==> src/rtl/sat_error_subber.sv <==
// sat_error_subber: per-channel setpoint subtractor with saturation.
// Two-stage pipeline:
//   stage 1 registers data_in - setpoint at NUM_BITS+1 bits;
//   stage 2 clamps to the NUM_BITS signed range and registers the outputs.
// The optional deadband zeroing is enabled by defining SAT_ERR_DEADBAND_EN.
// With the macro undefined, the deadband port is ignored.
module sat_error_subber #(
    parameter int NUM_BITS = 32,
    parameter int NUM_CH   = 4,
    parameter int CH_BITS  = $clog2(NUM_CH)
) (
    input  logic                clk,
    input  logic                rst,
    input  logic                data_en,
    input  logic [CH_BITS-1:0]  data_ch,
    input  logic [NUM_BITS-1:0] data_in,
    input  logic                sp_wr_en,
    input  logic [CH_BITS-1:0]  sp_wr_ch,
    input  logic [NUM_BITS-1:0] sp_wr_data,
    input  logic [NUM_BITS-1:0] deadband,
    input  logic                sat_clr,
    output logic [NUM_BITS-1:0] data_out,
    output logic [CH_BITS-1:0]  data_ch_out,
    output logic                data_en_out,
    output logic                sat_out,
    output logic [15:0]         sat_count
);

    localparam logic [CH_BITS:0]    NUM_CH_W = NUM_CH[CH_BITS:0];
    localparam logic [NUM_BITS-1:0] MAX_VAL  = {1'b0, {(NUM_BITS-1){1'b1}}};
    localparam logic [NUM_BITS-1:0] MIN_VAL  = {1'b1, {(NUM_BITS-1){1'b0}}};

    // ---------------------------------------------------------------
    // Setpoint bank
    // ---------------------------------------------------------------
    logic [NUM_BITS-1:0] sp_rd [NUM_CH];

    for (genvar gi = 0; gi < NUM_CH; gi++) begin : g_sp
        logic [NUM_BITS-1:0] sp_q;

        // Each entry loads only when its own channel is addressed.
        // Out-of-range write channels therefore match no entry.
        always_ff @(posedge clk or posedge rst) begin
            if (rst) begin
                sp_q <= '0;
            end else if (sp_wr_en && ({1'b0, sp_wr_ch} == CH_BITS'(gi) + (CH_BITS+1)'(0))) begin
                sp_q <= sp_wr_data;
            end
        end

        assign sp_rd[gi] = sp_q;
    end

    // ---------------------------------------------------------------
    // Stage 1: subtraction at NUM_BITS+1 bits (cannot overflow)
    // ---------------------------------------------------------------
    logic                ch_ok;
    logic [CH_BITS-1:0]  rd_idx;
    logic [NUM_BITS-1:0] sp_sel;
    logic [NUM_BITS:0]   diff_d;

    // Out-of-range sample channels read the channel-0 setpoint.
    // The tag still carries the original channel number.
    // The bank is read before this edge's write lands, so a coincident
    // write is seen only by the following samples.
    always_comb begin
        ch_ok  = ({1'b0, data_ch} < NUM_CH_W);
        rd_idx = ch_ok ? data_ch : '0;
        sp_sel = sp_rd[rd_idx];
        diff_d = {data_in[NUM_BITS-1], data_in} - {sp_sel[NUM_BITS-1], sp_sel};
    end

    logic                s1_valid_q;
    logic [NUM_BITS:0]   s1_diff_q;
    logic [CH_BITS-1:0]  s1_ch_q;

    // The stage-1 valid flag is cleared by reset, so samples already in
    // flight when reset asserts are discarded.
    always_ff @(posedge clk or posedge rst) begin
        if (rst) begin
            s1_valid_q <= 1'b0;
            s1_diff_q  <= '0;
            s1_ch_q    <= '0;
        end else begin
            s1_valid_q <= data_en;
            if (data_en) begin
                s1_diff_q <= diff_d;
                s1_ch_q   <= data_ch;
            end
        end
    end

    // ---------------------------------------------------------------
    // Stage 2: clamp (plus optional deadband)
    // ---------------------------------------------------------------
    logic                ovf_d;
    logic [NUM_BITS-1:0] clamp_d;
    logic [NUM_BITS-1:0] result_d;

    // Overflow shows up as the top two bits of the wide difference
    // disagreeing; the sign bit then picks which rail to use.
    always_comb begin
        ovf_d   = s1_diff_q[NUM_BITS] ^ s1_diff_q[NUM_BITS-1];
        clamp_d = ovf_d ? (s1_diff_q[NUM_BITS] ? MIN_VAL : MAX_VAL)
                        : s1_diff_q[NUM_BITS-1:0];
    end

`ifdef SAT_ERR_DEADBAND_EN
    logic [NUM_BITS-1:0] mag_d;

    // The magnitude is read as unsigned, so abs(MIN) = 2^(NUM_BITS-1)
    // still fits. The deadband is applied to the value after clamping.
    always_comb begin
        mag_d    = clamp_d[NUM_BITS-1] ? (~clamp_d + 1'b1) : clamp_d;
        result_d = (mag_d <= deadband) ? '0 : clamp_d;
    end
`else
    logic unused_deadband;

    // Deadband is not used in this build.
    always_comb begin
        unused_deadband = ^deadband;
        result_d        = clamp_d;
    end
`endif

    logic                data_en_out_q;
    logic                sat_out_q;
    logic [NUM_BITS-1:0] data_out_q;
    logic [CH_BITS-1:0]  data_ch_out_q;

    // Output register.
    // The data and the tag hold their last values when no valid result
    // arrives. The valid and saturation flags are single-cycle pulses.
    always_ff @(posedge clk or posedge rst) begin
        if (rst) begin
            data_en_out_q <= 1'b0;
            sat_out_q     <= 1'b0;
            data_out_q    <= '0;
            data_ch_out_q <= '0;
        end else begin
            data_en_out_q <= s1_valid_q;
            sat_out_q     <= s1_valid_q & ovf_d;
            if (s1_valid_q) begin
                data_out_q    <= result_d;
                data_ch_out_q <= s1_ch_q;
            end
        end
    end

    // ---------------------------------------------------------------
    // Saturation counter
    // ---------------------------------------------------------------
    logic [15:0] sat_count_q;

    // The counter updates on the same edge that registers sat_out.
    // It sticks at all-ones, and a clear takes priority over a clamp.
    always_ff @(posedge clk or posedge rst) begin
        if (rst) begin
            sat_count_q <= '0;
        end else if (sat_clr) begin
            sat_count_q <= '0;
        end else if (s1_valid_q && ovf_d && (sat_count_q != 16'hFFFF)) begin
            sat_count_q <= sat_count_q + 16'd1;
        end
    end

    assign data_out    = data_out_q;
    assign data_ch_out = data_ch_out_q;
    assign data_en_out = data_en_out_q;
    assign sat_out     = sat_out_q;
    assign sat_count   = sat_count_q;

endmodule

==> config.mk <==
export PLATFORM = sky130hd
export DESIGN_NAME = sat_error_subber
export DESIGN_NICKNAME = d
export VERILOG_FILES = /design/src/rtl/sat_error_subber.sv
export SDC_FILE = /design/constraint.sdc
export NUM_CORES = 1
export LEC_CHECK = 0
export ABC_AREA = 1
export CAP_MARGIN = 10
export CORE_MARGIN = 4
export CORE_UTILIZATION = 40
export CTS_BUF_LIST = sky130_fd_sc_hd__clkbuf_16
export DETAILED_ROUTE_END_ITERATION = 10
export GPL_TIMING_DRIVEN = 0
export HOLD_SLACK_MARGIN = 0.05
export SYNTH_ARGS = -nofsm -noshare
export SYNTH_HDL_FRONTEND = slang
export SYNTH_SLANG_ARGS = --single-unit
==> constraint.sdc <==
create_clock -name clk -period 21.6 [get_ports clk]
set_input_delay 5.4 -clock clk [delete_from_list [all_inputs] [get_ports clk]]
set_output_delay 5.4 -clock clk [all_outputs]
set_load 0.01 [all_outputs]
; Word-level counts from Yosys, hierarchy flattened
; Cells that the tools add are included.
[word_totals]
register_bits = 216
inputBits = 105
wordCells = 37
[op_classes]
add_sub_neg = 2
order_cmp = 1
n_eq_ne = 4
n_mux = 7
n_bitwise = 3
reduce_logical = 8
[op_table]
columns = op, count
row1 = 2-to-1 mux 32 bit, 4
row2 = binary-select mux 32 bit (select 2 bit), 1
row3 = subtractor 32 x 32 -> 33 bit, 1
row4 = 2-to-1 mux 16 bit, 2
row5 = adder 16 x 1 -> 16 bit (second input constant), 1
row6 = != test 16 bit (second input constant), 1
row7 = logical AND 1 bit, 6
row8 = == test 2 bit (second input constant), 2
row9 = >= comparator 3 bit (second input constant), 1
row10 = NOT 2 -> 3 bit, 1
row11 = == test 2 x 1 -> 1 bit (second input constant), 1
row12 = logical NOT 2 bit, 1
row13 = nonzero test 2 bit, 1
row14 = bitwise AND 1 bit, 1
row15 = XOR 1 bit, 1

; Longest topological paths before layout
; Gate-level depths: netlist of the first run.
[logic_depth]
word_depth = 5
depth_mapped = 18
ltp_nobuf = 18

; Worst setup path after synthesis of the first run
; Ideal clock, no wire load.
[synth_timing]
kind = in2reg
start = input data_ch[0]
end = register s1_diff_q[24]
setup_ns = 0.118
t_arrival_ns = 7.325
required_ns = 21.482
setup_slack_ns = 14.157
cell_stages = 18
path_buffers = 2
cell_sequence = buf_2 buf_1 o21ai_0 o22ai_1 ha_1 fa_1 inv_1 nand2_1 nand2_1 nand3_1 nand2_1 nand2_1 nand2_1 nand2_1 nand2_1 nand2_1 nand3_1 nand2_1
[synth_between]
elab_chain_cells = 5
[synth_rtl]
columns = element, line
row1 = start: declaration, 15  ; input logic [CH_BITS-1:0] data_ch,
row2 = NOT 2 -> 3 bit (implied by the code), 69  ; sp_sel = sp_rd[rd_idx];
row3 = binary-select mux 32 bit (select 2 bit), 69
row4 = 2-to-1 mux 32 bit (implied by the code) (2 in a row), 69
row5 = subtractor 32 x 32 -> 33 bit, 70  ; diff_d = {data_in[NUM_BITS-1], data_in} - {sp_sel[NUM_BITS-1], sp_sel};
row6 = end signal: assignment, 87  ; s1_diff_q <= diff_d;
row7 = end: declaration, 74  ; logic [NUM_BITS:0] s1_diff_q;
; Every way passes these cells. The select of a mux whose other input is x is not followed.
; A chain may end at the register's enable or synchronous reset.

; Worst setup path in the final report of the first run
[layout_timing]
start = input data_ch[0]
end = register s1_diff_q[21]
; Same word-level chain as after synthesis.

==> results of run 1 <==
==> stage by stage <==
step,total power (W),instances,util
after floorplan,0.000765,1554,-
after global placement,0.000906,2062,0.465
after detailed placement,0.000913,2063,0.466
after CTS,0.00133,2108,0.494
after global routing,0.00141,2108,0.494
final,0.00132,2108,0.494
==> sequential cells by signal, summed over array words and instances (netlist names) <==
register and flops:
s1_valid_q 1, sat_count 16, data_en_out 1, g_sp.sp_q 128
data_out 32, sat_out 1, s1_ch_q 2, s1_diff_q 33
data_ch_out 2
==> metal layers <==
| metal | share of wire | vias to the layer above | GRT usage | wire length, um |
|---|---|---|---|---|
| li1 | - | 5268 | - | - |
| met1 | 0.47 | 4858 | 0.297 | 15400 |
| met2 | 0.46 | 259 | 0.338 | 15300 |
| met3 | 0.049 | 47 | 0.0276 | 1620 |
| met4 | 0.023 | 0 | 0.0512 | 770 |
| met5 | 0 | - | 0 | 0 |
==> synthesized netlist by cell type (all sizes together) <==
master    n
a32oi     1
a21boi    1
nor3      3
o21ai   158
nand4     5
clkbuf   52
a21o      1
xnor2    17
nand3b    5
inv     175
ha       35
nand3    53
a32o     30
nand2   578
nor3b     2
o31ai     6
and2      3
o21bai    6
fa        1
a21oi    84
xor2      3
nor2    106
o22ai     1
buf      12
dfrtp   216
==> final timing paths <==
check	slack (ps)	to
min	370	data_en_out
min reg2reg	370	data_en_out
min in group asynchronous	5330	sat_count[1]
max in group asynchronous	15220	g_sp[0].sp_q[22]
max reg2reg	19090	s1_diff_q[24]
max	13340	s1_diff_q[21]
==> worst max-delay path, delay by kind of cell <==
family,cells,cell delay (ps)
buf+inv,3,1270
simple gates,11,1240
fa+ha+maj,1,400
compound gates,1,340
==> final cells by class <==
class	instances	area (um2)	area share
flip-flops and latches	216	5410	0.381
multi-input cells	1099	5280	0.372
repair buffers	125	1270	0.0895
inverters	175	664	0.0469
clock buffers	25	626	0.0441
well taps	384	480	0.0339
plain buffers	64	269	0.0190
clock inverters	20	186	0.0131
==> power groups by stage <==
stage / sequential (W) / clock, W / combinational, W
detailed placement: 0.000539 / 0 / 0.000375
finish: 0.000533 / 0.000413 / 0.000374
global route: 0.000543 / 0.000441 / 0.000424
floorplan: 0.000543 / 0 / 0.000223
global placement: 0.000537 / 0 / 0.000369
CTS: 0.000532 / 0.000422 / 0.000376
==> cells in the final DEF, fill, tap and decap left out, types with 3 or more instances in the layout <==
| master | count |
|---|---|
| sky130_fd_sc_hd__clkinv_4 | 4 |
| sky130_fd_sc_hd__nand3_1 | 51 |
| sky130_fd_sc_hd__nand4_1 | 5 |
| sky130_fd_sc_hd__nor2_4 | 4 |
| sky130_fd_sc_hd__inv_2 | 3 |
| sky130_fd_sc_hd__xnor2_1 | 17 |
| sky130_fd_sc_hd__nand2_1 | 577 |
| sky130_fd_sc_hd__nor2_1 | 101 |
| sky130_fd_sc_hd__clkbuf_1 | 52 |
| sky130_fd_sc_hd__a32o_1 | 30 |
| sky130_fd_sc_hd__nand3b_1 | 5 |
| sky130_fd_sc_hd__clkdlybuf4s50_1 | 124 |
| sky130_fd_sc_hd__clkinv_2 | 3 |
| sky130_fd_sc_hd__o21ai_0 | 156 |
| sky130_fd_sc_hd__clkinv_1 | 3 |
| sky130_fd_sc_hd__inv_1 | 173 |
| sky130_fd_sc_hd__clkbuf_16 | 25 |
| sky130_fd_sc_hd__ha_1 | 35 |
| sky130_fd_sc_hd__buf_1 | 7 |
| sky130_fd_sc_hd__and2_1 | 3 |
| sky130_fd_sc_hd__o21bai_1 | 6 |
| sky130_fd_sc_hd__o31ai_1 | 6 |
| sky130_fd_sc_hd__dfrtp_1 | 216 |
| sky130_fd_sc_hd__a21oi_1 | 84 |
| sky130_fd_sc_hd__clkinvlp_4 | 5 |
| sky130_fd_sc_hd__xor2_1 | 3 |
==> cell families (layout without fill, tap and decap cells) <==
logic type | count (synthesis) | in the layout | share of synthesized area
AOI/OAI and AO/OA | 288 | 288 | 0.141
xor gates and xnor gates | 20 | 20 | 0.0151
adders and majority gates | 36 | 36 | 0.0394
buffers and inverters | 239 | 409 | 0.0797
DFF | 216 | 216 | 0.465
and+or+nand+nor | 755 | 755 | 0.259
==> summary.txt, run 1 <==
Result of the run: finished clean
CTS Root Cell: sky130_fd_sc_hd__clkbuf_16
Antenna cell count: 0
Std cell rows: 62
DRC marker count from the first detailed-route iteration: 720
Area after DPL: 13,400 um2
Number of nets at the end of the flow: 1,847
Pin slew with the least headroom to its limit: 664 ps
Detailed placement HPWL: 24,400 um
Fraction of synthesized cell area taken by the top area cell type: 0.465
Die height: 178 um
First-pass GRT wire length: 53,100 um
Number of nets in the synthesized netlist: 1,695
Cell internal power dissipation: 0.000885 W
Cells along the critical path: clkdlybuf4s50_1, buf_2, buf_1, nand2_1, a32o_1, ha_1, nand2_1, nor2_1, and2_1, nand2_1, nand2_1, nand2_1, nand2_1, nand2_1, nand3_1, nand2_1
Seq cells post-synth: 216
Total setup buffers inserted after CTS: 0
MaxCap Viol Count: 0
Depth of the worst hold-timing path: 0
Number of distinct library cells after synthesis: 35
Share of post-route cells with drive strength above 1: 0.0360
Clock latency of the later-clocked register in the worst-skew pair: 540 ps
Setup Skew: 29.6 ps
Min-Delay Startpoint: s1_valid_q
Detailed Routing Iterations Pass 1: 7
Power per standard cell area: 93.0 nW/um2
Highest attainable clock frequency: 121 MHz
Finish-stage setup viols: 0
Fin area: 14,200 um2
Crit path required time: 22,010 ps
Clock buffer depth: 3
Net switching power of the design: 0.000435 W
Largest stage delay on the critical path: 540 ps
Layout-stage area growth over the synthesis result: 22.1%
Initial antenna violation count: 0
Share of total power in combinational logic: 0.283
Most common cell on crit path: sky130_fd_sc_hd__nand2_1
Placeable Area: 28,700 um2
Type of the worst min-delay path: reg2reg
Critical path class: in2reg
Clock tree from TritonCTS: built
CTS clock-pin slew for the worst setup and hold paths: 60 ps
Share of the cycle needed by the critical path after routing: 0.383
Fin crit period: 8260 ps
Setup Slack @ Placement: 12,790 ps
Number of hold violations in the final report: 0
Die W: 178 um
R2R cell count: 16
Via-to-Cell Ratio: 4.95
Main area contributors after synthesis: sky130_fd_sc_hd__dfrtp_1 (47%), sky130_fd_sc_hd__nand2_1 (19%), sky130_fd_sc_hd__o21ai_0 (6.7%), sky130_fd_sc_hd__inv_1 (5.6%), sky130_fd_sc_hd__ha_1 (3.8%)
Number of hold buffers added after CTS: 0
Cts bufs inserted: 25
Remaining Overflow, GRT: 0
Cell area after synthesis: 11,600 um2
CTS H-tree lvls: 1
Post-DR wirelength/cell: 15.7 um
Switching share of power: 0.329
Clock sink count: 216
Post-route worst hold slack: 372 ps
Syn Inst Count: 1,554
PostCTS Resize Cnt: 0
Final Routed Wirelength: 33,000 um
Share of the yosys chip area belonging to registers: 0.465
Total routing resource utilization after global routing: 0.208
VDD IR-drop max: 0.0000582 V
Remaining antenna violation count: 0
Data arrival time of the critical path: 8670 ps
Sum Neg Setup Slack: 0 ps
Crit path launch type: primary input
Filler Cell Count: 2,903
RSZ-0062 raised after global routing: false
Crit path max fanout: 10
Origin of the critical flop-to-flop path: g_sp[2].sp_q[0]
Max stage delay cell, worst path: sky130_fd_sc_hd__clkdlybuf4s50_1
Io pins: 157
Final routed DRC violation total: 0
Yosys warning count: 0
CP Capture Type: register
Largest area contributor in the synthesized netlist: sky130_fd_sc_hd__dfrtp_1
Portion of total power attributed to sequential cells: 0.404
Final Wtd Congestion: 0.914
Detailed-route via count: 10.4k
Fin. max-slew vios: 0
Clock share of power: 0.313
Cell leakage power: 6.89 nW
Mean area per synthesized cell: 7.47 um2
Starting density of the core: 0.405
Maximum number of pins on one net before global-route repair: 131
Critical path origin: data_ch[0]
Die ar.: 31,800 um2
Max_slew headroom: 0.558
Port Buf Inserts: 124
Setup slack of the critical path after layout: 13,340 ps
Number of global-route vias before repair: 9,969
No activity file was read; power rests on OpenSTA's default activity.
==> inputs of run 2 (changes only) <==
clock period = 8.1 ns   (was 21.6 ns; I/O delays follow)
==> results of run 2 <==
Same layout as run 1 (identical final DEF). Status: finished clean.
Among the figures that moved: setup slack after placement 12790 ps -> 2660 ps; setup slack after layout 13340 ps -> 3210 ps; register-to-register setup slack 19090 ps -> 5590 ps; total power 0.00132 W -> 0.00352 W; worst IR drop on VDD 0.0000582 V -> 0.000155 V
